[config.mk]
export PLATFORM = sky130hd
export DESIGN_NAME = branch_predictor_flat
export DESIGN_NICKNAME = d
export VERILOG_FILES = /design/src/rtl/branch_predictor_if.sv /design/src/rtl/branch_predictor.sv /design/src/flat_wrapper.sv
export SDC_FILE = /design/constraint.sdc
export NUM_CORES = 1
export LEC_CHECK = 0
export BUFFER_PORTS_ARGS = -buffer_cell sky130_fd_sc_hd__buf_4
export CAP_MARGIN = 20
export CORE_MARGIN = 3
export CORE_UTILIZATION = 40
export CTS_CLUSTER_SIZE = 12
export DETAILED_ROUTE_END_ITERATION = 8
export GPL_ROUTABILITY_DRIVEN = 0
export GPL_TIMING_DRIVEN = 0
export PLACE_DENSITY = 0.55
export REMOVE_ABC_BUFFERS = 1
export SYNTH_ARGS = -nofsm -noshare
export SYNTH_HDL_FRONTEND = slang
export SYNTH_SLANG_ARGS = --single-unit
export TNS_END_PERCENT = 5
[constraint.sdc]
create_clock -name clk -period 7.61 [get_ports clk]
set_input_delay 1.1415 -clock clk [delete_from_list [all_inputs] [get_ports clk]]
set_output_delay 1.1415 -clock clk [all_outputs]
set_load 0.03 [all_outputs]
[src/rtl/branch_predictor_if.sv]
// Fetch/checker-facing signal bundle of the micro-jump branch predictor.
// master = pipeline side (drives fetch and verdicts), slave = predictor.
interface branch_predictor_if #(
    parameter int ADDR_W = 8
) ();
    logic              fetch_valid;
    logic [ADDR_W-1:0] fetch_addr;
    logic [1:0]        fetch_type;
    logic              predict_taken;
    logic              stall;
    logic              head_valid;
    logic              last_pred;
    logic [1:0]        pred_type;
    logic              checked;
    logic              incorrect_pred;
    logic              correct_pred;
    logic [15:0]       mispredict_count;
    logic              err;

    modport master (
        output fetch_valid, fetch_addr, fetch_type,
        output checked, incorrect_pred, correct_pred,
        input  predict_taken, stall, head_valid, last_pred, pred_type,
        input  mispredict_count, err
    );

    modport slave (
        input  fetch_valid, fetch_addr, fetch_type,
        input  checked, incorrect_pred, correct_pred,
        output predict_taken, stall, head_valid, last_pred, pred_type,
        output mispredict_count, err
    );
endinterface

[src/rtl/branch_predictor.sv]
// 2-bit counter micro-jump predictor with in-order prediction queue; prediction is combinational,
// queue entries reach the head one cycle after push. Fetch is stalled while the queue is full.
module branch_predictor #(
    parameter int ADDR_W  = 8,
    parameter int IDX_W   = 4,
    parameter int Q_DEPTH = 2
) (
    input logic               clk,
    input logic               reset,
    branch_predictor_if.slave bp
);
    localparam int TBL_N = 1 << IDX_W;
    localparam int PTR_W = $clog2(Q_DEPTH);
    localparam logic [PTR_W:0] Q_FULL = (PTR_W + 1)'(Q_DEPTH);

    typedef struct packed {
        logic [1:0]       typ;
        logic             pred;
        logic [IDX_W-1:0] idx;
    } entry_t;

    logic [1:0]        tbl [TBL_N];
    entry_t            q_mem [Q_DEPTH];
    logic [PTR_W-1:0]  wr_ptr;
    logic [PTR_W-1:0]  rd_ptr;
    logic [PTR_W:0]    occ;
    logic [15:0]       miss_cnt;
    logic              err_q;

    logic [ADDR_W-1:0] fetch_addr;
    logic [IDX_W-1:0]  fetch_idx;
    logic              unused_addr_bits;
    logic              is_cond;
    logic              pred_now;
    logic              q_full;
    logic              q_nonempty;
    logic              push;
    logic              pop;
    logic              flush;
    logic              stray_chk;
    entry_t            head;
    entry_t            fetch_entry;
    logic [1:0]        trained;

    assign fetch_addr       = bp.fetch_addr;
    assign fetch_idx        = fetch_addr[IDX_W-1:0];
    assign unused_addr_bits = ^fetch_addr;

    // Read sees the pre-update counter when it collides with this cycle's training write.
    assign is_cond  = (bp.fetch_type != 2'b00);
    assign pred_now = is_cond & tbl[fetch_idx][1];

    assign q_full     = (occ == Q_FULL);
    assign q_nonempty = (occ != '0);
    assign head       = q_mem[rd_ptr];

    assign push      = bp.fetch_valid & is_cond & ~q_full;
    assign pop       = bp.checked & q_nonempty;
    assign flush     = pop & bp.incorrect_pred;
    assign stray_chk = bp.checked & ~q_nonempty;

    assign fetch_entry = '{typ: bp.fetch_type, pred: pred_now, idx: fetch_idx};

    always_comb begin
        trained = tbl[head.idx];
        if (bp.correct_pred) begin
            if (trained != 2'b11) trained = trained + 2'd1;
        end else begin
            if (trained != 2'b00) trained = trained - 2'd1;
        end
    end

    // A flush drops every younger entry, including one pushed in the same cycle.
    always_ff @(posedge clk or posedge reset) begin
        if (reset) begin
            wr_ptr <= '0;
            rd_ptr <= '0;
            occ    <= '0;
        end else if (flush) begin
            wr_ptr <= '0;
            rd_ptr <= '0;
            occ    <= '0;
        end else begin
            if (push) wr_ptr <= wr_ptr + PTR_W'(1);
            if (pop)  rd_ptr <= rd_ptr + PTR_W'(1);
            if (push && !pop)
                occ <= occ + (PTR_W + 1)'(1);
            else if (pop && !push)
                occ <= occ - (PTR_W + 1)'(1);
        end
    end

    always_ff @(posedge clk) begin
        if (push) q_mem[wr_ptr] <= fetch_entry;
    end

    always_ff @(posedge clk or posedge reset) begin
        if (reset) begin
            for (int i = 0; i < TBL_N; i++) tbl[i] <= 2'b01;
        end else if (pop) begin
            tbl[head.idx] <= trained;
        end
    end

    always_ff @(posedge clk or posedge reset) begin
        if (reset) begin
            miss_cnt <= '0;
            err_q    <= 1'b0;
        end else begin
            if (flush && miss_cnt != 16'hFFFF) miss_cnt <= miss_cnt + 16'd1;
            if (stray_chk) err_q <= 1'b1;
        end
    end

    assign bp.predict_taken    = pred_now;
    assign bp.stall            = q_full;
    assign bp.head_valid       = q_nonempty;
    assign bp.last_pred        = q_nonempty ? head.pred : 1'b0;
    assign bp.pred_type        = q_nonempty ? head.typ : 2'b00;
    assign bp.mispredict_count = miss_cnt;
    assign bp.err              = err_q;

    occ_bounded: assert property (@(posedge clk) disable iff (reset) occ <= Q_FULL);
    flush_empties: assert property (@(posedge clk) disable iff (reset) flush |=> occ == '0);
endmodule

[src/flat_wrapper.sv]
// flat-port wrapper written by rule: the top's interface ports become plain ports
module branch_predictor_flat 
#(
    parameter int ADDR_W  = 8,
    parameter int IDX_W   = 4,
    parameter int Q_DEPTH = 2
)
  (clk, reset, bp_fetch_valid, bp_fetch_addr, bp_fetch_type, bp_checked, bp_incorrect_pred, bp_correct_pred, bp_predict_taken, bp_stall, bp_head_valid, bp_last_pred, bp_pred_type, bp_mispredict_count, bp_err);
  branch_predictor_if #(.ADDR_W(ADDR_W)) bp_i ();
  input logic clk;
  input logic reset;
  input wire logic [$bits(bp_i.fetch_valid)-1:0] bp_fetch_valid;
  input wire logic [$bits(bp_i.fetch_addr)-1:0] bp_fetch_addr;
  input wire logic [$bits(bp_i.fetch_type)-1:0] bp_fetch_type;
  input wire logic [$bits(bp_i.checked)-1:0] bp_checked;
  input wire logic [$bits(bp_i.incorrect_pred)-1:0] bp_incorrect_pred;
  input wire logic [$bits(bp_i.correct_pred)-1:0] bp_correct_pred;
  output wire logic [$bits(bp_i.predict_taken)-1:0] bp_predict_taken;
  output wire logic [$bits(bp_i.stall)-1:0] bp_stall;
  output wire logic [$bits(bp_i.head_valid)-1:0] bp_head_valid;
  output wire logic [$bits(bp_i.last_pred)-1:0] bp_last_pred;
  output wire logic [$bits(bp_i.pred_type)-1:0] bp_pred_type;
  output wire logic [$bits(bp_i.mispredict_count)-1:0] bp_mispredict_count;
  output wire logic [$bits(bp_i.err)-1:0] bp_err;
  assign bp_i.fetch_valid = bp_fetch_valid;
  assign bp_i.fetch_addr = bp_fetch_addr;
  assign bp_i.fetch_type = bp_fetch_type;
  assign bp_i.checked = bp_checked;
  assign bp_i.incorrect_pred = bp_incorrect_pred;
  assign bp_i.correct_pred = bp_correct_pred;
  assign bp_predict_taken = bp_i.predict_taken;
  assign bp_stall = bp_i.stall;
  assign bp_head_valid = bp_i.head_valid;
  assign bp_last_pred = bp_i.last_pred;
  assign bp_pred_type = bp_i.pred_type;
  assign bp_mispredict_count = bp_i.mispredict_count;
  assign bp_err = bp_i.err;
  branch_predictor #(.ADDR_W(ADDR_W), .IDX_W(IDX_W), .Q_DEPTH(Q_DEPTH)) u_core (.clk(clk), .reset(reset), .bp(bp_i));
endmodule
* Yosys cells after proc, flatten, opt, wreduce, memory -nomap -nowiden *
Memories as Yosys holds them, arrays and structs flattened.
Cells that the tools add are included.

cells by class
  add/sub/neg operators = 7
  multiply operators = 0
  div/mod/pow operators = 0
  order comparisons = 3
  eq/ne operators = 3
  shift operators = 0
  mux-type cells = 23
  bitwise operators = 10
  reductions and logical operators = 12

operators by type and width
  operator                                                               number
  32-bit bitwise mux                                                     1
  2-bit 2-to-1 mux                                                       12
  16-bit by 1-bit adder with 16-bit output (second input constant)       1
  2-bit binary-select mux with 4-bit select                              2
  16-bit != test (second input constant)                                 1
  5-bit greater-or-equal comparator (second input constant)              2
  4-bit inverter with 5-bit output                                       2
  2-bit nonzero test                                                     5
  2-bit demux with 4-bit select                                          1
  1-bit 2-to-1 mux                                                       7
  1-bit AND                                                              6
  5-bit by 1-bit < comparator with 1-bit output (second input constant)  1
  2-bit by 1-bit adder with 2-bit output (second input constant)         2
  1-bit logical AND                                                      4
  2-bit by 1-bit subtractor with 2-bit output (second input constant)    2
  3-bit nonzero test                                                     1
  1-bit adder (second input constant)                                    2
  2-bit equality test (second input constant)                            1
  1-bit zero test                                                        2
  2-bit != test (second input constant)                                  1
  1-bit inverter                                                         2

word-level totals
  bits in registers = 53
  bits in latches = 0
  memory bits (writable) = 14
  ROM bits = 0
  input bits = 16
  output and inout port bits = 23
  logic and storage cells = 80
  memories kept = 1

memory list
  memory        depth  bits a word  rd ports  clocked after memory_dff  write ports  line                    source
  u_core.q_mem  2      7            1         0                         1            branch_predictor.sv:23  entry_t q_mem [Q_DEPTH];

* Longest topological paths before layout *
Gate-level depths: netlist of run 1.
An unclocked memory read counts as a cell.

  depth after elaboration = 9
  gate-level depth with buffers = 9
  mapped depth without buffers = 7

* Worst setup path after synthesis of run 1 *
OpenSTA, ideal clock, no wires.

  path type = input to output
  from = in bp_fetch_addr[0]
  to = out bp_predict_taken
  data arrival time = 2288 ps
  required time = 6468 ps
  setup slack = 4180 ps
  stages on the path = 3
  buffers on the path = 0
  cell sequence = mux4_2 -> mux4_2 -> o21a_1

between the ends
  cells in the longest elaborated chain, start to end = 5

RTL lines
  element                                                 line                    source
  start: declaration                                      flat_wrapper.sv:13      input wire logic [$bits(bp_i.fetch_addr)-1:0] bp_fetch_addr;
  4-bit inverter with 5-bit output (not written as such)  branch_predictor.sv:51  assign pred_now = is_cond & tbl[fetch_idx][1];
  2-bit binary-select mux with 4-bit select               branch_predictor.sv:51
  2-bit 2-to-1 mux (not written as such) (2 in a row)     branch_predictor.sv:51
  1-bit AND                                               branch_predictor.sv:51
  end: declaration                                        flat_wrapper.sv:18      output wire logic [$bits(bp_i.predict_taken)-1:0] bp_predict_taken;

No other way between the ends. The select of a mux whose other input is x is not followed.

* Final worst setup path of run 1 *
Ends and elaborated chain as after synthesis.

==> results.rst, run 1 <==
.. list-table::
   :header-rows: 1

   * - Metric
     - Value
   * - Fin crit period
     - 3.815 ns
   * - Placed Cells
     - 408
   * - Required @ worst endpoint
     - 6.47 ns
   * - Register bit total from synthesis
     - 67
   * - Number of max-slew violations in the final report
     - 0
   * - Final worst-path cycle share
     - 50.13%
   * - DR vias/cell
     - 5.741
   * - Initial antenna violation count
     - 0
   * - Final setup violation count
     - 0
   * - Launching element type of the critical path
     - input pin
   * - Post-synthesis cell type with the largest combined area
     - dfrtp_1
   * - Register area
     - 1767 sq um
   * - CP Data Arrival Time
     - 2.67 ns
   * - Core area
     - 8382 sq um
   * - Number of max-capacitance violations reported
     - 0
   * - Remaining Overflow, GRT
     - 0
   * - Die extent in y
     - 99.62 um
   * - Clock root buffer
     - clkbuf_8
   * - Total vias in the final route
     - 2,434
   * - Net count, final
     - 332
   * - Clock skew after layout
     - 0.006834 ns
   * - Resized cells post-CTS
     - 0
   * - Cell count after synthesis
     - 277
   * - PwrDens
     - 350.0 nW/um^2
   * - CTS Hold Bufs
     - 0
   * - Sequential-to-total area share from yosys stat
     - 50.39%
   * - Cell types occupying the most area after synthesis
     - dfrtp_1 (26%), dfstp_2 (12%), edfxtp_1 (12%), mux2_2 (11%), mux4_2 (5.8%)
   * - Mapped Avg Cell Area
     - 12.66 sq um
   * - Floorplan die area
     - 9924 sq um
   * - Number of sinks on the clock net
     - 67
   * - Number of flops mapped to enable cells by yosys
     - 14
   * - Worst-case register-to-register setup slack
     - 4.30 ns
   * - Area Growth Syn to Fin
     - 15.77%
   * - Leakage power figure
     - 1.638 nW
   * - TritonCTS clock tree
     - done
   * - Post-synthesis instance area
     - 3506 sq um
   * - Drt initial violations
     - 118
   * - Layout cells sized above 1
     - 37.62%
   * - Clock slew at reported path FFs
     - 0.08 ns
   * - Wire length reported by the detailed router
     - 7706 um
   * - Routed length per placed instance
     - 18.17 um
   * - Endpoint class of the critical path
     - primary output
   * - Most used cells in the layout excluding fill and tap cells
     - dfrtp_1 (37), buf_4 (34), mux2_2 (33)
   * - Synth Warn #
     - 0
   * - RSZ-0062 raised after global routing
     - false
   * - Most common cell after layout, fill and taps aside
     - dfrtp_1
   * - Number of global-route vias before repair
     - 2,468
   * - Standard-cell row count
     - 33
   * - Number of instances on the worst hold path
     - 1
   * - CP max FO
     - 6
   * - Total routing resource utilization after global routing
     - 16.64%
   * - End of the worst register-to-register path
     - u_core.tbl[10]
   * - Number of nets with antenna violations after routing
     - 0
   * - DRC violation count after routing
     - 0
   * - Port Buffer Count
     - 34
   * - Starting density of the core
     - 41.83%
   * - Die X-Extent
     - 99.62 um
   * - Router iterations before antenna repair
     - 4
   * - Result of the run
     - finished clean
   * - Worst slew margin relative to its limit
     - 32.63%
   * - Post-CTS Setup Bufs
     - 0
   * - H-Tree Depth
     - 3
   * - Number of antenna cells inserted
     - 0
   * - Async set or reset register ratio after synthesis
     - 79.10%
   * - Sum of net half-perimeters after detailed placement
     - 5527 um
   * - Number of hold-slack violations in the final timing report
     - 0
   * - Pin count of the biggest net entering global routing
     - 35
   * - Crit Reg-Reg Startpoint
     - u_core.rd_ptr
   * - Non-Filler Instances
     - 424
   * - WHS Endpoint
     - u_core.bp.err
   * - Setup Total Neg Slack
     - 0 ns
   * - Measured slew at the worst slew-check pin
     - 1.003 ns
   * - Number of buffers between clock root and the deepest sink
     - 2
   * - Critical hold path startpoint
     - u_core.bp.err
   * - First-pass GRT wire length
     - 12,790 um
   * - Inserted Clock Buffers
     - 9
   * - Fillcell total
     - 781
   * - Number of distinct standard cells referenced by the synthesized netlist
     - 56
   * - Most used flip-flop cell after synthesis
     - dfrtp_1
   * - Highest attainable clock frequency
     - 262.1 MHz
   * - Worst hold path class
     - register to register
   * - Number of top-level pins
     - 39
   * - Start-to-end type of the worst setup path
     - input pin to primary output
   * - Area taken by multi-input logic gates
     - 1657 sq um
   * - Maximum vdd drop
     - 111.3 uV
   * - Proportion of netlist area held by the largest area contributor
     - 26.41%
   * - Worst reg2reg path depth
     - 7
   * - Insertion delay of the later-clocked pin in the worst-skew pair
     - 0.35 ns
area by class of cell:
| type | instances | area share (%) |
|---|---|---|
| flip-flops and latches | 67 | 43.53 |
| multi-input cells | 193 | 40.81 |
| repair buffers | 36 | 7.460 |
| well taps | 105 | 3.237 |
| clock buffers | 9 | 3.052 |
| clock inverters | 7 | 1.264 |
| inverters | 7 | 0.6473 |
Yosys cell counts (2+ instances only):
master and count:
xor2_1 5, and4_1 2, o21ai_0 6, a2bb2oi_1 2, buf_6 2, mux4_2 9
buf_2 2, o211ai_1 3, a31oi_1 8, nand3_1 10, mux2_2 33, a21o_1 2
mux2i_1 4, nor3_1 5, nor2_1 22, and4b_1 4, a22oi_1 2, ha_1 2
edfxtp_1 14, o21a_1 3, inv_1 7, clkbuf_1 4, nor4bb_1 7, a41oi_1 6
nand2b_1 2, xnor2_1 12, nand2_1 13, mux2_4 2, nor4_1 3, nor2b_1 4
dfrtp_1 37, dfstp_2 16
layer usage:
| layer | share of wire, % | wire [um] | GRT usage [%] | vias to the layer above |
|---|---|---|---|---|
| met2 | 46 | 3568 | 25.62 | 55 |
| met1 | 48 | 3676 | 22.83 | 1231 |
| met5 | 0 | 0 | 0 | - |
| met3 | 4.0 | 305 | 3.857 | 13 |
| li1 | - | - | - | 1135 |
| met4 | 2.0 | 155 | 6.513 | 0 |
critical path, stage by stage:
cell and delay [ns]:
buf_4 0.15, mux4_2 0.54, mux4_2 0.50, o21a_1 0.16
buf_4 0.18
stage by stage:
stage / setup slack (ns) / power (W) / area, sq um / utilization [%] / hold slack, ns
5_1_grt: 3.747 / 0.001512 / 4059 / 48.43 / 0.5055
2_1_floorplan: 4.180 / 0.0009777 / 3450 / - / 0.4910
3_3_place_gp: 3.758 / 0.001138 / 3836 / 45.77 / 0.4411
3_5_place_dp: 3.781 / 0.001167 / 3884 / 46.34 / 0.4651
4_1_cts: 3.774 / 0.001436 / 4059 / 48.43 / 0.4858
6_report: 3.795 / 0.001421 / 4059 / 48.43 / 0.4794
worst max-delay path by stage:
stage | slack (ns) | cells after the start | startpoint | end
finish | 3.80 | 5 | bp_fetch_addr[0] | bp_predict_taken
global route | 3.75 | 5 | bp_fetch_addr[0] | bp_predict_taken
CTS | 3.77 | 5 | bp_fetch_addr[0] | bp_predict_taken
detailed placement | 3.78 | 5 | bp_fetch_addr[0] | bp_predict_taken
global placement | 3.76 | 5 | bp_fetch_addr[0] | bp_predict_taken
floorplan | 4.18 | 3 | bp_fetch_addr[0] | bp_predict_taken
sequential cells by signal (all words and copies together) (netlist names):
register                    cells
u_core.tbl                     32
u_core.q_mem                   14
u_core.bp.mispredict_count     16
u_core.bp.err                   1
u_core.wr_ptr                   1
u_core.rd_ptr                   1
u_core.occ                      2
where the power goes:
part / switching [W] / leakage [nW] / internal, W / total (W)
Combinational: 0.000293 / 0.765 / 0.000257 / 0.000550
Clock: 0.000145 / 0.0860 / 0.000120 / 0.000265
Sequential: 0.000100 / 0.786 / 0.000506 / 0.000606
Total: 0.000538 / 1.64 / 0.000882 / 0.00142
kinds of logic after synthesis:
kind of cell    count (synthesis)  share of synthesized area, %
simple gates                   80                         13.24
flops                          67                         50.39
mux                            48                         18.38
compound gates                 46                         10.67
xor+xnor                       17                         4.247
buf+inv                        17                         2.355
fa+ha+maj                       2                        0.7137
Note: power is estimated with default switching activity, not from simulation.
==> run 2, diff against run 1 <==
--- a/config.mk
+++ b/config.mk
@@ -13,7 +13,7 @@
 export DETAILED_ROUTE_END_ITERATION = 8
 export GPL_ROUTABILITY_DRIVEN = 0
 export GPL_TIMING_DRIVEN = 0
-export PLACE_DENSITY = 0.55
+export PLACE_DENSITY = 0.57
 export REMOVE_ABC_BUFFERS = 1
 export SYNTH_ARGS = -nofsm -noshare
 export SYNTH_HDL_FRONTEND = slang
==> constraint.sdc (replaced) <==
create_clock -name clk -period 3.3 [get_ports clk]
set_input_delay 0.495 -clock clk [delete_from_list [all_inputs] [get_ports clk]]
set_output_delay 0.495 -clock clk [all_outputs]
set_load 0.03 [all_outputs]
==> run 2 against run 1 <==
Total power rose by 140%. Final cell count did not move. First-iteration DRC count rose by 16%. Clock power rose to 3.0 times the previous value. Sequential cell count did not move. Clock skew rose by 0.0079 ns. Sequential share of layout area fell by 0.72 points. Combinational power rose by 130%. Count of clock-buffer cells in the layout rose by 2. Die area did not move. Global-route usage rose by 0.13 points.
==> results.rst, run 2 (synthesized netlist as in run 1, its figures left out) <==
.. list-table::
   :header-rows: 1

   * - Metric
     - Value
   * - Most used cells in the layout excluding fill and tap cells
     - dfrtp_1 (36), buf_4 (34), mux2_2 (33)
   * - Endpoint class of the critical path
     - register
   * - Standard-cell row count
     - 33
   * - Start-to-end type of the worst setup path
     - register to register
   * - Slowest stage cell, crit path
     - dfrtp_2
   * - Drt initial violations
     - 137
   * - Floorplan die area
     - 9924 sq um
   * - Maximum vdd drop
     - 337.2 uV
   * - First-pass GRT wire length
     - 13,000 um
   * - Number of buffers between clock root and the deepest sink
     - 2
   * - Area taken by multi-input logic gates
     - 1664 sq um
   * - Register with the highest flop count
     - u_core.tbl
   * - Most common cell after layout, fill and taps aside
     - dfrtp_1
   * - PwrDens
     - 839.0 nW/um^2
   * - Number of max-capacitance violations reported
     - 0
   * - Highest attainable clock frequency
     - 335.0 MHz
   * - Net count, final
     - 332
   * - Register area
     - 1768 sq um
   * - Leakage power figure
     - 1.667 nW
   * - Starting density of the core
     - 41.83%
   * - Required @ worst endpoint
     - 3.58 ns
   * - Port Buffer Count
     - 34
   * - Router iterations before antenna repair
     - 4
   * - Number of buffer and inverter stages on the critical path
     - 1
   * - Launching element type of the critical path
     - register
   * - Result of the run
     - finished clean
   * - Number of hold-slack violations in the final timing report
     - 0
   * - Inserted Clock Buffers
     - 9
   * - Remaining Overflow, GRT
     - 0
   * - Final core utilization
     - 49.28%
   * - Clock skew after layout
     - 0.01476 ns
   * - Clock root buffer
     - clkbuf_8
   * - Number of antenna cells inserted
     - 0
   * - Fin crit period
     - 2.985 ns
   * - Cell Int Power
     - 0.002239 W
   * - Measured slew at the worst slew-check pin
     - 1.056 ns
   * - Number of max-slew violations in the final report
     - 0
   * - Die X-Extent
     - 99.62 um
   * - Final standard cell area without fillers
     - 4130 sq um
   * - Pin count of the biggest net entering global routing
     - 35
   * - Number of top-level pins
     - 39
   * - Setup Total Neg Slack
     - 0 ns
   * - CP Data Arrival Time
     - 3.26 ns
   * - TritonCTS clock tree
     - done
   * - Core area
     - 8382 sq um
   * - Wire length reported by the detailed router
     - 7555 um
   * - Insertion delay of the later-clocked pin in the worst-skew pair
     - 0.35 ns
   * - Initial antenna violation count
     - 0
   * - Fraction of power spent switching nets
     - 35.38%
   * - Non-Filler Instances
     - 424
   * - Total routing resource utilization after global routing
     - 16.77%
   * - DRC violation count after routing
     - 0
   * - Placed Cells
     - 408
   * - Number of nets with antenna violations after routing
     - 0
   * - Fillcell total
     - 757
   * - Final worst-path cycle share
     - 90.45%
   * - CP max FO
     - 29
   * - Clock Power Share
     - 22.8%
   * - Cell-by-cell trace of the critical path
     - buf_16, mux2i_1, mux4_2, a22oi_1, o211ai_1, a21oi_4, mux2_2
   * - CTS Hold Bufs
     - 0
   * - Critical path's top delay family
     - multiplexers
   * - Die extent in y
     - 99.62 um
   * - DR vias/cell
     - 5.651
   * - Routed length per placed instance
     - 17.82 um
   * - RSZ-0062 raised after global routing
     - false
   * - Worst hold path class
     - input pin to async pin
   * - Number of global-route vias before repair
     - 2,503
   * - Switching power total
     - 0.001226 W
   * - Hold Slack
     - 0.1632 ns
   * - Sum of net half-perimeters after detailed placement
     - 5511 um
   * - Delay contributed by the slowest stage of the critical path
     - 0.53 ns
   * - Clock slew at reported path FFs
     - 0.08 ns
   * - H-Tree Depth
     - 3
   * - DP Area
     - 3884 sq um
   * - Total vias in the final route
     - 2,396
   * - Area Growth Syn to Fin
     - 17.81%
   * - Worst slew margin relative to its limit
     - 29.07%
   * - Max FFs per register
     - 32
   * - Layout cells sized above 1
     - 37.62%
   * - Final setup violation count
     - 0
   * - Sequential fraction of design power
     - 40.6%
   * - Number of sinks on the clock net
     - 67
   * - Logic gate share of total power
     - 36.6%
==> run 2: cell types whose count changed in the layout (fill, tap and decap cells not counted), sizes merged <==
cell and change:
clkinvlp -1, bufinv +2, inv -2, clkinv -1, clkbuf +2
==> run 2: path summary, 6_finish.rpt <==
check / start / endpoint / slack [ns] / cells past startpoint
max: u_core.rd_ptr / u_core.tbl[8] / 0.32 / 7
min: reset / u_core.bp.mispredict_count[1] / 0.16 / 2
max reg2reg: u_core.rd_ptr / u_core.tbl[8] / 0.32 / 7
min reg2reg: u_core.bp.err / u_core.bp.err / 0.46 / 1
max in group asynchronous: reset / u_core.tbl[10] / 2.51 / 3
min in group clk: bp_fetch_type[1] / u_core.q_mem[0][6] / 0.35 / 1
==> run 2: through the flow <==
step | total power [W] | worst slack [ns]
CTS | 0.003503 | 0.1511
floorplan | 0.002255 | 0.4077
global route | 0.003683 | 0.1088
finish | 0.003465 | 0.3153
global placement | 0.002628 | -0.3719
detailed placement | 0.002688 | -0.04336
==> run 2: area by class of cell <==
class,instances,share of cell area [%]
clock buffer,11,3.696
tap,105,3.181
timing repair buffer,36,7.331
clock inverter,5,2.060
inverter,7,0.6362
multi-input combinational,193,40.29
sequential,67,42.81
==> run 2: timing repair <==
action	4_1_cts	5_1_grt
gates cloned	0	0
gates resized for setup	1	1
endpoints found under the setup margin	16	16
buffers inserted	0	0
==> run 2: worst register-to-register path, stage by stage, from the launching register on <==
cell and delay (ns):
dfrtp_2 0.53, buf_16 0.21, mux2i_1 0.47, mux4_2 0.38
a22oi_1 0.42, o211ai_1 0.22, a21oi_4 0.43, mux2_2 0.25
==> run 2: routing by layer <==
layer | GRT usage (%) | wire, um
met1 | 22.21 | 3435
met2 | 26.86 | 3753
met3 | 4.418 | 251
met4 | 5.462 | 115
met5 | 0 | 0
==> run 2: power by group through the flow <==
stage | logic (W) | clock network, W | registers (W)
final | 0.00127 | 0.000791 | 0.00141
after global routing | 0.00139 | 0.000848 | 0.00145
after CTS | 0.00128 | 0.000814 | 0.00140
after detailed placement | 0.00127 | 0 | 0.00142
after global placement | 0.00118 | 0 | 0.00145
after floorplan | 0.000827 | 0 | 0.00143
==> run 3, diff against run 2 <==
--- a/config.mk
+++ b/config.mk
@@ -13,7 +13,7 @@
 export DETAILED_ROUTE_END_ITERATION = 8
 export GPL_ROUTABILITY_DRIVEN = 0
 export GPL_TIMING_DRIVEN = 0
-export PLACE_DENSITY = 0.57
+export PLACE_DENSITY = 0.55
 export REMOVE_ABC_BUFFERS = 1
 export SYNTH_ARGS = -nofsm -noshare
 export SYNTH_HDL_FRONTEND = slang
==> constraint.sdc (replaced) <==
create_clock -name clk -period 2.9 [get_ports clk]
set_input_delay 0.435 -clock clk [delete_from_list [all_inputs] [get_ports clk]]
set_output_delay 0.435 -clock clk [all_outputs]
set_load 0.03 [all_outputs]
==> run 3 against run 2 <==
Critical path depth increased by 1. Non-clock buffer count grew 6. Sequential share of layout area shrank 0.27 points. Total power up 12%. Largest cell class unchanged.
==> results.rst, run 3 (synthesized netlist as in run 1, its figures left out) <==
.. list-table::
   :header-rows: 1

   * - Metric
     - Value
   * - Maximum vdd drop
     - 292.1 uV
   * - Core area
     - 8382 sq um
   * - Total routing resource utilization after global routing
     - 16.70%
   * - Inserted Clock Buffers
     - 9
   * - Fin crit period
     - 2.792 ns
   * - First-pass GRT wire length
     - 12,860 um
   * - Number of max-capacitance violations reported
     - 0
   * - Number of nets with antenna violations after routing
     - 0
   * - H-Tree Depth
     - 3
   * - Final worst-path cycle share
     - 96.29%
   * - Start-to-end type of the worst setup path
     - register to register
   * - PwrDens
     - 933.0 nW/um^2
   * - Clock slew at reported path FFs
     - 0.08 ns
   * - Insertion delay of the later-clocked pin in the worst-skew pair
     - 0.35 ns
   * - Area taken by multi-input logic gates
     - 1695 sq um
   * - Remaining Overflow, GRT
     - 0
   * - Leakage power figure
     - 1.674 nW
   * - Met1 Usage GRT
     - 22.84%
   * - Pin count of the biggest net entering global routing
     - 35
   * - GR met3 Demand/Resource
     - 3.927%
   * - Worst hold path class
     - input pin to async pin
   * - Wire length reported by the detailed router
     - 7921 um
   * - Number of antenna cells inserted
     - 0
   * - Clock root buffer
     - clkbuf_8
   * - Number of sinks on the clock net
     - 67
   * - Router iterations before antenna repair
     - 4
   * - Fillcell total
     - 777
   * - Starting density of the core
     - 41.83%
   * - Sum of net half-perimeters after detailed placement
     - 5527 um
   * - Number of hold-slack violations in the final timing report
     - 0
   * - Number of global-route vias before repair
     - 2,506
   * - TritonCTS clock tree
     - done
   * - Clock skew after layout
     - 0.006424 ns
   * - Port Buffer Count
     - 34
   * - Result of the run
     - finished clean
   * - Required @ worst endpoint
     - 3.13 ns
   * - Number of buffers between clock root and the deepest sink
     - 2
   * - Final core utilization
     - 49.59%
   * - Slowest stage cell, crit path
     - dfrtp_2
   * - GR met2 Demand/Resource
     - 25.77%
   * - CP max FO
     - 34
   * - Floorplan die area
     - 9924 sq um
   * - Number of top-level pins
     - 39
   * - Highest attainable clock frequency
     - 358.1 MHz
   * - Drt initial violations
     - 107
   * - Routed length per placed instance
     - 18.38 um
   * - Final setup violation count
     - 0
   * - DR vias/cell
     - 5.745
   * - Worst slew margin relative to its limit
     - 32.35%
   * - Measured slew at the worst slew-check pin
     - 1.007 ns
   * - DRC violation count after routing
     - 0
   * - Die extent in y
     - 99.62 um
   * - Total vias in the final route
     - 2,476
   * - Endpoint class of the critical path
     - register
   * - Grt peak-use layer
     - met2
   * - Net count, final
     - 339
   * - Delay contributed by the slowest stage of the critical path
     - 0.46 ns
   * - Number of max-slew violations in the final report
     - 0
   * - Most used cells in the layout excluding fill and tap cells
     - buf_4 (39), dfrtp_1 (36), mux2_2 (33)
   * - Register area
     - 1768 sq um
   * - Die X-Extent
     - 99.62 um
   * - Cell-by-cell trace of the critical path
     - buf_16, mux2_4, mux4_2, a22o_2, o31ai_4, buf_4, a31oi_4, mux2_2
   * - Initial antenna violation count
     - 0
   * - Most common cell after layout, fill and taps aside
     - buf_4
   * - Area Growth Syn to Fin
     - 18.56%
   * - CP Data Arrival Time
     - 3.02 ns
   * - Launching element type of the critical path
     - register
   * - Standard-cell row count
     - 33
   * - Layout cells sized above 1
     - 40.18%
   * - Register with the highest flop count
     - u_core.tbl
   * - Total power after layout
     - 0.003878 W
   * - Max FFs per register
     - 32
[run 3: cell count changes in the layout (fill, tap and decap cells not counted), sizes merged]
cell,change
buf,+6
bufinv,-2
clkbuf,-2
inv,+2
a31oi,+1
clkinv,+1
clkinvlp,+1
[run 3: per-layer routing]
| metal | vias to the layer above | part of all wire (%) |
|---|---|---|
| met4 | 0 | 1.9 |
| met2 | 57 | 47 |
| met1 | 1250 | 47 |
| met5 | - | 0 |
| li1 | 1155 | - |
| met3 | 14 | 4.8 |
[run 3: power by group]
group	switching (W)	leakage [nW]	internal, W
registers	0.000253	0.785	0.00133
clock network	0.000384	0.0860	0.000314
logic	0.000833	0.803	0.000765
total	0.00147	1.67	0.00241
[run 3: metrics by stage]
stage               std cells  area (sq um)  hold WS (ns)    TNS, ns  setup WS, ns
floorplan                 267          3450        0.4910          0      0.007749
global route              431          4156        0.2095  -0.001047     -0.001047
finish                    431          4156        0.1784          0        0.1077
detailed placement        408          3884        0.4651     -6.388       -0.3855
global placement          406          3836        0.4411     -20.95       -0.8092
CTS                       426          4099        0.1888          0     0.0002929
[run 3: final cells by class]
cell class	instances	share of cell area, %
flip-flops and latches	67	42.53
multi-input cells	194	40.79
repair buffers	42	8.669
well taps	105	3.161
clock buffers	9	2.980
clock inverters	7	1.234
inverters	7	0.6321
[run 3: repair_timing]
item | CTS | global route
gates resized for setup | 3 | 3
pin swaps | 1 | 2
cloned | 0 | 1
buffers inserted | 2 | 4
hold buffers | 0 | 0
setup endpoints to repair | 32 | 16
[run 3: final timing paths]
check / from / to / slack, ns / cells after the start
max reg2reg: u_core.rd_ptr / u_core.tbl[1] / 0.11 / 8
max: u_core.rd_ptr / u_core.tbl[1] / 0.11 / 8
min reg2reg: u_core.bp.err / u_core.bp.err / 0.48 / 1
min: reset / u_core.tbl[7] / 0.18 / 2
max in group asynchronous: reset / u_core.tbl[26] / 2.09 / 3
min in group clk: bp_fetch_type[0] / u_core.q_mem[1][5] / 0.29 / 1
[run 3: critical path, delay by kind of cell, from the launching register on]
family	cells	cell delay, ns
buffers and inverters	2	0.38
muxes	3	1.11
AOI/OAI and AO/OA	3	0.70
DFF	1	0.46
